## src/rtl/booth_pkg.sv

```systemverilog
// booth_pkg: shared constants, state/digit types and window decode
// for the sequential radix-4 Booth multiplier.
package booth_pkg;
  localparam int BITLEN = 17;
  localparam int NDIG   = (BITLEN + 2) / 2;
  localparam int PPW    = BITLEN + 2;
  localparam int ACCW   = 2 * BITLEN + 2;
  localparam int PW     = 2 * BITLEN;
  localparam int CNTW   = $clog2(NDIG);

  typedef enum logic [1:0] {IDLE, BUSY, DONE} state_t;
  typedef enum logic [2:0] {ZERO, P1, P2, M2, M1} digit_t;

  function automatic digit_t booth_digit(input logic [2:0] w);
    digit_t d;
    unique case (w)
      3'b001, 3'b010: d = P1;
      3'b011:         d = P2;
      3'b100:         d = M2;
      3'b101, 3'b110: d = M1;
      default:        d = ZERO;
    endcase
    return d;
  endfunction
endpackage

```

## src/rtl/booth_mul_seq_pp.sv

```systemverilog
// booth_digit_pp: one radix-4 Booth partial product,
// sign-extended to BITLEN+2 bits.
module booth_digit_pp
  import booth_pkg::*;
(
  input  logic [2:0]        w,
  input  logic [BITLEN-1:0] a,
  output logic [PPW-1:0]    pp
);
  logic [PPW-1:0] a1;
  logic [PPW-1:0] a2;

  assign a1 = {2'b00, a};
  assign a2 = {1'b0, a, 1'b0};

  always_comb begin
    pp = '0;
    unique case (booth_digit(w))
      P1:      pp = a1;
      P2:      pp = a2;
      M1:      pp = -a1;
      M2:      pp = -a2;
      default: pp = '0;
    endcase
  end
endmodule

```

## src/rtl/booth_mul_seq.sv

```systemverilog
// booth_mul_seq: iterative unsigned multiplier retiring one
// radix-4 Booth digit per cycle through a single pp selector.
module booth_mul_seq
  import booth_pkg::*;
(
  input  logic              clk,
  input  logic              reset_n,
  input  logic              in_valid,
  output logic              in_ready,
  input  logic [BITLEN-1:0] in_a,
  input  logic [BITLEN-1:0] in_b,
  output logic              out_valid,
  input  logic              out_ready,
  output logic [PW-1:0]     out_p,
  output logic              busy
);
  state_t            state;
  state_t            nstate;
  logic [BITLEN-1:0] mcand;
  logic [PPW-1:0]    rec;
  logic [ACCW-1:0]   acc;
  logic [ACCW-1:0]   acc_nxt;
  logic [ACCW-1:0]   term;
  logic [CNTW-1:0]   cnt;
  logic [PW-1:0]     prod;
  logic [2:0]        win;
  logic [PPW-1:0]    pp;
  logic              accept;
  logic              last;

  assign accept = in_valid & in_ready;
  assign last   = (cnt == CNTW'(NDIG - 1));
  assign win    = rec[{cnt, 1'b0} +: 3];

  booth_digit_pp u_pp (
    .w  (win),
    .a  (mcand),
    .pp (pp)
  );

  // weight the digit by 4^cnt; wraps modulo the accumulator width
  assign term    = {{(ACCW-PPW){pp[PPW-1]}}, pp} << {cnt, 1'b0};
  assign acc_nxt = acc + term;

  always_ff @(posedge clk) begin
    if (!reset_n) state <= IDLE;
    else          state <= nstate;
  end

  always_comb begin
    nstate = state;
    unique case (state)
      IDLE:    if (accept) nstate = BUSY;
      BUSY:    if (last) nstate = DONE;
      DONE:    if (out_ready) nstate = IDLE;
      default: nstate = IDLE;
    endcase
  end

  always_comb begin
    in_ready  = (state == IDLE);
    out_valid = (state == DONE);
    busy      = (state == BUSY) || (state == DONE);
  end

  always_ff @(posedge clk) begin
    if (!reset_n) begin
      mcand <= '0;
      rec   <= '0;
      acc   <= '0;
      cnt   <= '0;
      prod  <= '0;
    end else if (accept) begin
      mcand <= in_a;
      rec   <= {1'b0, in_b, 1'b0};
      acc   <= '0;
      cnt   <= '0;
    end else if (state == BUSY) begin
      acc <= acc_nxt;
      cnt <= cnt + 1'b1;
      if (last) prod <= acc_nxt[PW-1:0];
    end
  end

  assign out_p = prod;
endmodule

```

## config.mk

```make
export PLATFORM = sky130hd
export DESIGN_NAME = booth_mul_seq
export DESIGN_NICKNAME = d
export VERILOG_FILES = /design/src/rtl/booth_pkg.sv /design/src/rtl/booth_mul_seq_pp.sv /design/src/rtl/booth_mul_seq.sv
export SDC_FILE = /design/constraint.sdc
export NUM_CORES = 1
export LEC_CHECK = 0
export CORE_ASPECT_RATIO = 1.4
export CORE_MARGIN = 5
export CORE_UTILIZATION = 45
export DETAILED_ROUTE_END_ITERATION = 7
export GPL_TIMING_DRIVEN = 0
export PLACE_DENSITY = 0.69
export SYNTH_ARGS = -nofsm -noshare
export SYNTH_HDL_FRONTEND = slang
export SYNTH_SLANG_ARGS = --single-unit
```

## constraint.sdc

```tcl
create_clock -name clk -period 13.5 [get_ports clk]
set_input_delay 4.05 -clock clk [delete_from_list [all_inputs] [get_ports clk]]
set_output_delay 4.05 -clock clk [all_outputs]
set_load 0.01 [all_outputs]
```

# Word level (Yosys, flattened, before mapping)
# Cells that the tools add are included.
# word_totals
ff_bits	110
output_inout_bits	37
# classes
add_sub_neg	4
n_eq_ne	16
shifts	2
mux	6
bitwise	3
n_reduce_logical	7
# ops
cell	count
$pmux W19 S4	1
$add A36 B36 Y36	1
$shl A36 B5 Y36	1
$neg A17 Y19	1
$neg A18 Y19	1
$shiftx A19 B6 Y3	1
$eq A3 B2 Y1 const B	4
$eq A3 B3 Y1 const B	4
$pmux W3 S4	1
$eq A3 B1 Y1 const B	2
$mux W2	3
$pmux W2 S3	1
$reduce_and A3 Y1	2
$reduce_or A2 Y1	3
$add A4 B1 Y4 const B	1
$eq A4 B4 Y1 const B	1
$ne A2 B1 Y1 const B	2
$eq A2 B1 Y1 const B	1
$eq A2 B2 Y1 const B	1
$logic_not A2 Y1	1
$ne A2 B2 Y1 const B	1
$not A1 Y1	2
$and A1 B1 Y1	1
$logic_or A1 B1 Y1	1

# Longest topological paths before layout
# Gate-level depths: netlist of the first run.
# logic_depth
word_depth	8
mapped_depth	27

# Modules after synthesis
# Synthesis of the first run repeated with hierarchy kept, for this count alone.
# hier_totals
cells_unflattened	1157
area_unflattened_um2	8569.5
# modules_own_cells
module	instances	cells_per_inst	area_each_um2	seq_area_each_um2
booth_mul_seq	1	969	7415.9	2162.1
booth_digit_pp	1	188	1153.6	0.0

# Least setup slack after synthesis of the first run
# Ideal clock, no wire load.
# synth_timing
kind	flip-flop to flip-flop
startpoint	reg cnt[1]
endpoint	reg acc[32]
t_arrival_ns	5.080
required_time_ns	13.370
setup_slack_ns	8.289
path_stages_with_launch	26
n_path_buf	2
synth_period_minus_slack_ns	5.211
path_cell_list	dfxtp_1 -> buf_6 -> mux2i_1 -> mux4_2 -> o21ai_4 -> buf_2 -> mux2_2 -> a221oi_1 -> nor3_1 -> a21o_1 -> nand2_1 -> o21ai_0 -> nor2_1 -> a211oi_1 -> ha_1 -> a21o_1 -> a21oi_1 -> a21boi_0 -> o221ai_1 -> o21bai_1 -> a211oi_1 -> a221o_1 -> a31oi_1 -> o21ai_0 -> xnor2_1 -> o22ai_1
# synth_via
elab_chain_len	8
# synth_lines
item	line_no	rtl
start: declaration	booth_mul_seq.sv:24	logic [CNTW-1:0] cnt;
start signal: assignment	booth_mul_seq.sv:80	cnt <= cnt + 1'b1;
$shiftx A19 B6 Y3	booth_mul_seq.sv:33	assign win = rec[{cnt, 1'b0} +: 3];
$eq A3 B3 Y1 (tied with other cells)	booth_pkg.sv:16	unique case (w)
$reduce_or A2 Y1	booth_pkg.sv:16	
$pmux W3 S4	booth_pkg.sv:16	
$eq A3 B2 Y1 (tied with other cells)	booth_mul_seq_pp.sv:18	unique case (booth_digit(w))
$pmux W19 S4	booth_mul_seq_pp.sv:18	
$shl A36 B5 Y36 (*)	booth_mul_seq.sv:42	assign term = {{(ACCW-PPW){pp[PPW-1]}}, pp} << {cnt, 1'b0};
$add A36 B36 Y36 (*)	booth_mul_seq.sv:43	assign acc_nxt = acc + term;
end signal: assignment	booth_mul_seq.sv:79	acc <= acc_nxt;
end: declaration	booth_mul_seq.sv:21	logic [ACCW-1:0] acc;
# Every way passes the cells marked *; elsewhere a longest branch is shown, timed or not.
# A chain may end at the register's enable or synchronous reset.

# Final worst setup path of the first run
# Ends and elaborated chain as after synthesis.

==> metrics.txt, run 1 <==
outcome completed; first-pass GRT wire length 37000 um; Placer Congestion 0.968; H-tree levels 3; syn_nets between 1000 and 1500; RSZ-0062 raised after global routing false; Num CTS Buffers 9; Worst IR Drop VDD 0.0752 mV; WL final 22800 um; die height between 150 and 200 um; HP Start out_p[14]; worst path arrival time roughly 6.9 ns; CP delay by family, top compound AO/OA/AOI/OAI gates; crit path kind flop to flop; FP Rows 57; cts-stage hold buffer count 0; highest-delay cell along the critical path o21ai_0; top post-synthesis cells by count 180 x nand2_1, 108 x dfxtp_1, 89 x nor2_1; number of vias per cell 5.60; # DRC 0; Placed Instances 1301; post-route ant nets 0; # clock sinks 108; Slew Limit Headroom 46.7%; root buffer cell clkbuf_16; CP Capture Type flop; final instance area 9110 sq um; Post-Synthesis Cells 991; initial antenna violation count 0; Worst path depth 27; CTS tree built; P&R area growth vs syn 16.8%; final setup fails 0; Post-CTS Resized 0; post-CTS setup buffer count 0; Fillers 1702; FMAX 149 MHz; Syn Std Cell Area 7800 sq um; layout cells sized above 1 5.74%; CP required 13.72 ns; Worst Path Buf+Inv 4; die area 20100 sq um; CP max stage delay 0.43 ns; worst r2r path cells 27; Final period util 49.6%; Power Dens Cells approximately 110 nW/um^2; DR iter-0 viols 411; WHS 0.462 ns; chip width 121 um; Final nets ~1200; Max Transition Viols Final 0; vias in the first global route 7298; crit-path most repeated cell o21ai_0; hold path depth 2; total track usage 22.7%; Yosys top cell by area dfxtp_1; initial core utilization 45.4%; Reg clk slew, reported paths 0.07 ns; drt pass-1 iters 5; crit path launch type flop; largest net degree at the start of global routing 19; post-placement cell area 8840 sq um; Synth Register Bits 108; post-synth top area share 27.7%; Fin Setup TNS 0 ns; Clock Skews slightly below 0.01 ns; Post-synth EDFFs 0; Crit Reg-Reg Startpoint cnt[1]; Max Cap Viol 0; io pins 75; leak pwr 3.72 nW; routed len/inst 17.3 um; Yosys cell types 75; most used flip-flop cell after synthesis dfxtp_1; Seq/Total Area, Yosys 27.7%; fin cells 1317; CP Max Fanout 10; Detail Placement HPWL 18100 um; total core area around 17000 sq um; vias between 7000 and 8000; most frequent cell after synthesis nand2_1; Syn. warnings 0; worst-skew pair later-pin latency about 0.36 ns; crit path launch cnt[1]; Antenna Cells 0; Final Hold Vio Count 0; ranking of synthesized cells by area dfxtp_1 28%, nand2_1 8.7%, mux2i_1 7.2%; Slew @ Worst Pin around 0.8 ns; Async SR Flop Fraction 0%; Mapped Avg Cell Area 7.87 sq um; worst hold-check path type flop to flop; final critical-path required period 6.69 ns; GRT Residual Overflow 0; I/O Buffers 74; Max Buffers Root-to-Sink 2
==> metal layers <==
metal	vias up	wire, um	track usage (%)
met4	0	1330	12.9
met5	-	0	0
li1	3663	-	-
met1	3479	8940	25.2
met3	65	745	2.90
met2	173	11800	41.0
==> state kept, by name (all words and copies together) (netlist names) <==
register and cells:
out_p 34, rec 17, mcand 17, state 2
acc 34, cnt 4
==> report_power, final <==
group,leakage (nW),internal (mW),switching (mW)
clock network,0.135,0.127,0.129
logic,2.70,0.142,0.216
registers,0.876,0.332,0.0117
total,3.72,0.601,0.356
==> stage by stage <==
stage	setup slack [ns]	total power, mW	util [%]
3_3_place_gp	6.89	0.702	51.4
6_report	6.81	0.958	53.0
3_5_place_dp	6.91	0.704	51.4
5_1_grt	6.28	1.01	53.0
4_1_cts	6.89	0.961	53.0
2_1_floorplan	8.29	0.607	-
==> area by class of cell <==
class                           count  area (sq um)  area share [%]
Clock buffer                       10           229            2.51
Timing Repair Buffer               74           741            8.13
Tap cell                          236           295            3.24
Multi-Input combinational cell    799          5280            57.9
Buffer                             62           277            3.03
Clock inverter                      6          46.3           0.508
Sequential cell                   108          2160            23.7
Inverter                           22          83.8           0.920
==> cell families (layout without fill, tap and decap cells) <==
group	count (synthesis)	after routing	synth area share (%)
AO/OA/AOI/OAI	271	271	24.3
XOR/XNOR	51	51	6.38
adder cells (fa/ha/maj)	40	40	6.51
buffers and inverters	84	174	4.62
flip-flops	108	108	27.7
multiplexers	69	69	9.78
AND/OR/NAND/NOR	368	368	20.7
==> worst min-delay path, stage by stage, from the launching register on <==
cell      delay, ns
dfxtp_1        0.31
nand2_1        0.04
a21boi_0       0.06
==> placed cells by master, fill, tap and decap left out, types with 9 or more instances in the layout <==
cell             instances
a211oi_1                10
a21boi_0                68
a21o_1                  21
a21oi_1                 50
and2_1                  10
clkbuf_1                44
clkbuf_16                9
clkdlybuf4s50_1         74
dfxtp_1                108
ha_1                    39
inv_1                   20
mux2i_1                 56
nand2_1                180
nand2b_1                10
nand3_1                 18
nor2_1                  89
nor3_1                  17
o21ai_0                 37
o22ai_1                  9
xnor2_1                 33
xor2_1                  15
==> worst paths after layout <==
kind	to	slack (ns)
max	acc[32]	6.81
min	out_p[14]	0.46
max reg2reg	acc[32]	6.81
min reg2reg	out_p[14]	0.46
Power figures use the tool's default switching activity.
==> inputs of run 2 (changes only) <==
==> constraint.sdc (replaced) <==
create_clock -name clk -period 6.7 [get_ports clk]
set_input_delay 2.01 -clock clk [delete_from_list [all_inputs] [get_ports clk]]
set_output_delay 2.01 -clock clk [all_outputs]
set_load 0.01 [all_outputs]
==> run 2 against run 1 <==
  * Global-route usage unchanged
  * Maximum frequency increased by 6.2%
  * Setup slack got worse by 6.4 ns
  * Utilization increased by 0.26 points
  * Sequential power increased by 100%
  * Clock power increased by 100%
  * Largest power group unchanged
  * Total power increased by 100%
==> metrics.txt, run 2 (same netlist as run 1, synthesis figures left out) <==
root buffer cell clkbuf_16 (unchanged); final setup fails 0 (unchanged); Max Buffers Root-to-Sink 2 (unchanged); first-pass GRT wire length 37000 um (unchanged); Placed Instances 1301 (unchanged); Final Hold Vio Count 0 (unchanged); initial antenna violation count 0 (unchanged); post-route ant nets 0 (unchanged); post-placement cell area 8840 sq um (unchanged); # clock sinks 108 (unchanged); met2 Use GR 41.0% (unchanged); highest-delay cell along the critical path or3_1 (was o21ai_0); drt pass-1 iters 5 (unchanged); largest net degree at the start of global routing 19 (unchanged); P&R area growth vs syn 17.4% (was 16.8%); Slew @ Worst Pin 0.801 ns (was 0.800 ns); global routing's busiest layer met2 (unchanged); routed len/inst 17.3 um (about the same); FP Rows 57 (unchanged); GRT met3 Usage 2.90% (unchanged); Num CTS Buffers 9 (unchanged); worst path arrival time 6.56 ns (was 6.91 ns); total track usage 22.7% (unchanged); crit path kind flop to flop (unchanged); crit path launch type flop (unchanged); RSZ-0062 raised after global routing false (unchanged); layout cells sized above 1 6.47% (was 5.74%); Final nets 1155 (was 1154); final critical-path required period 6.30 ns (was 6.69 ns); I/O Buffers 74 (unchanged); CP delay by family, top compound AO/OA/AOI/OAI gates (unchanged); Max Cap Viol 0 (unchanged); Final period util 94.0% (was 49.6%); leak pwr 3.71 nW (was 3.72 nW); die area 20100 sq um (unchanged); GRT met1 Usage 25.2% (unchanged); die height 166 um (unchanged); final instance area 9160 sq um (was 9110 sq um); total core area 17200 sq um (unchanged); worst hold-check path type flop to flop (unchanged); CP Max Fanout 10 (unchanged); most frequent cells in the layout 180 x nand2_1, 108 x dfxtp_1, 88 x nor2_1, 74 x clkdlybuf4s50_1, 67 x a21boi_0 (was 180 x nand2_1, 108 x dfxtp_1, 89 x nor2_1, 74 x clkdlybuf4s50_1, 68 x a21boi_0); DR iter-0 viols 429 (was 411); CP required 6.96 ns (was 13.72 ns); Power Dens Cells 212 nW/um^2 (was 105 nW/um^2); # DRC 0 (unchanged); vias 7394 (was 7380); FMAX 159 MHz (was 149 MHz); chip width 121 um (unchanged); worst-skew pair later-pin latency 0.36 ns (about the same); crit-path most repeated cell o21ai_0 (unchanged); Fin Setup TNS 0 ns (unchanged); Worst IR Drop VDD 0.152 mV (was 0.0752 mV); Clock Skews 0.00975 ns (was 0.00971 ns); Max Transition Viols Final 0 (unchanged); vias in the first global route 7298 (unchanged); CTS tree built (unchanged); most common cell after layout, fill and taps aside nand2_1 (unchanged); post-route setup slack 0.400 ns (was 6.81 ns); fin cells 1318 (was 1317); Reg clk slew, reported paths 0.07 ns (about the same); Worst Path Buf+Inv 4 (unchanged); H-tree levels 3 (unchanged); Detail Placement HPWL 18100 um (unchanged); initial core utilization 45.4% (unchanged); io pins 75 (unchanged); Antenna Cells 0 (unchanged); Slew Limit Headroom 46.6% (was 46.7%); CP max stage delay 0.42 ns (was 0.43 ns); CP Capture Type flop (unchanged); worst slack, placed 0.113 ns (was 6.91 ns); number of vias per cell 5.61 (was 5.60); outcome completed (unchanged); GRT Residual Overflow 0 (unchanged); WL final 22900 um (was 22800 um); Placer Congestion 0.968 (unchanged)
## run 2: worst paths after layout
kind,startpoint,end,slack (ns),depth (start not counted)
hold reg to reg,out_p[14],out_p[14],0.46,2
setup / recovery,cnt[1],acc[33],0.40,27
setup reg to reg,cnt[1],acc[33],0.40,27
hold / removal,out_p[14],out_p[14],0.46,2
## run 2: worst register-to-register path, delay by kind of cell, from the launching register on
family,cells,cell delay [ns]
AO/OA/AOI/OAI,15,3.47
AND/OR/NAND/NOR,5,0.87
buffers and inverters,4,0.75
adder cells (fa/ha/maj),1,0.38
flip-flops,1,0.32
XOR/XNOR,1,0.21
multiplexers,1,0.18
## run 2: what timing repair did
item,CTS,global route
buffers inserted,0,1
hold buffers,0,0
endpoints found under the setup margin,0,10
gates resized for setup,0,11
## run 2: power by group
part | switching [mW] | internal, mW
Combinational | 0.438 | 0.289
Sequential | 0.0235 | 0.669
Clock | 0.261 | 0.257
## run 2: layer usage
metal	wire [um]	vias to the layer above
met5	0	-
met4	1260	0
li1	-	3666
met1	8900	3483
met2	11900	174
met3	770	71
## run 2: stage by stage
step	hold slack [ns]	util, %	total power, mW
2_1_floorplan	0.440	-	1.22
3_3_place_gp	0.450	51.4	1.41
3_5_place_dp	0.455	51.4	1.42
4_1_cts	0.466	53.0	1.94
5_1_grt	0.484	53.3	2.04
6_report	0.462	53.3	1.94
## run 2: final cells by class
cell class                      count  area (sq um)
Fill cell                        1697          8030
Multi-Input combinational cell    799          5320
Sequential cell                   108          2160
Timing Repair Buffer               75           748
Tap cell                          236           295
Buffer                             62           277
Clock buffer                       10           229
Inverter                           22          83.8
Clock inverter                      6          46.3
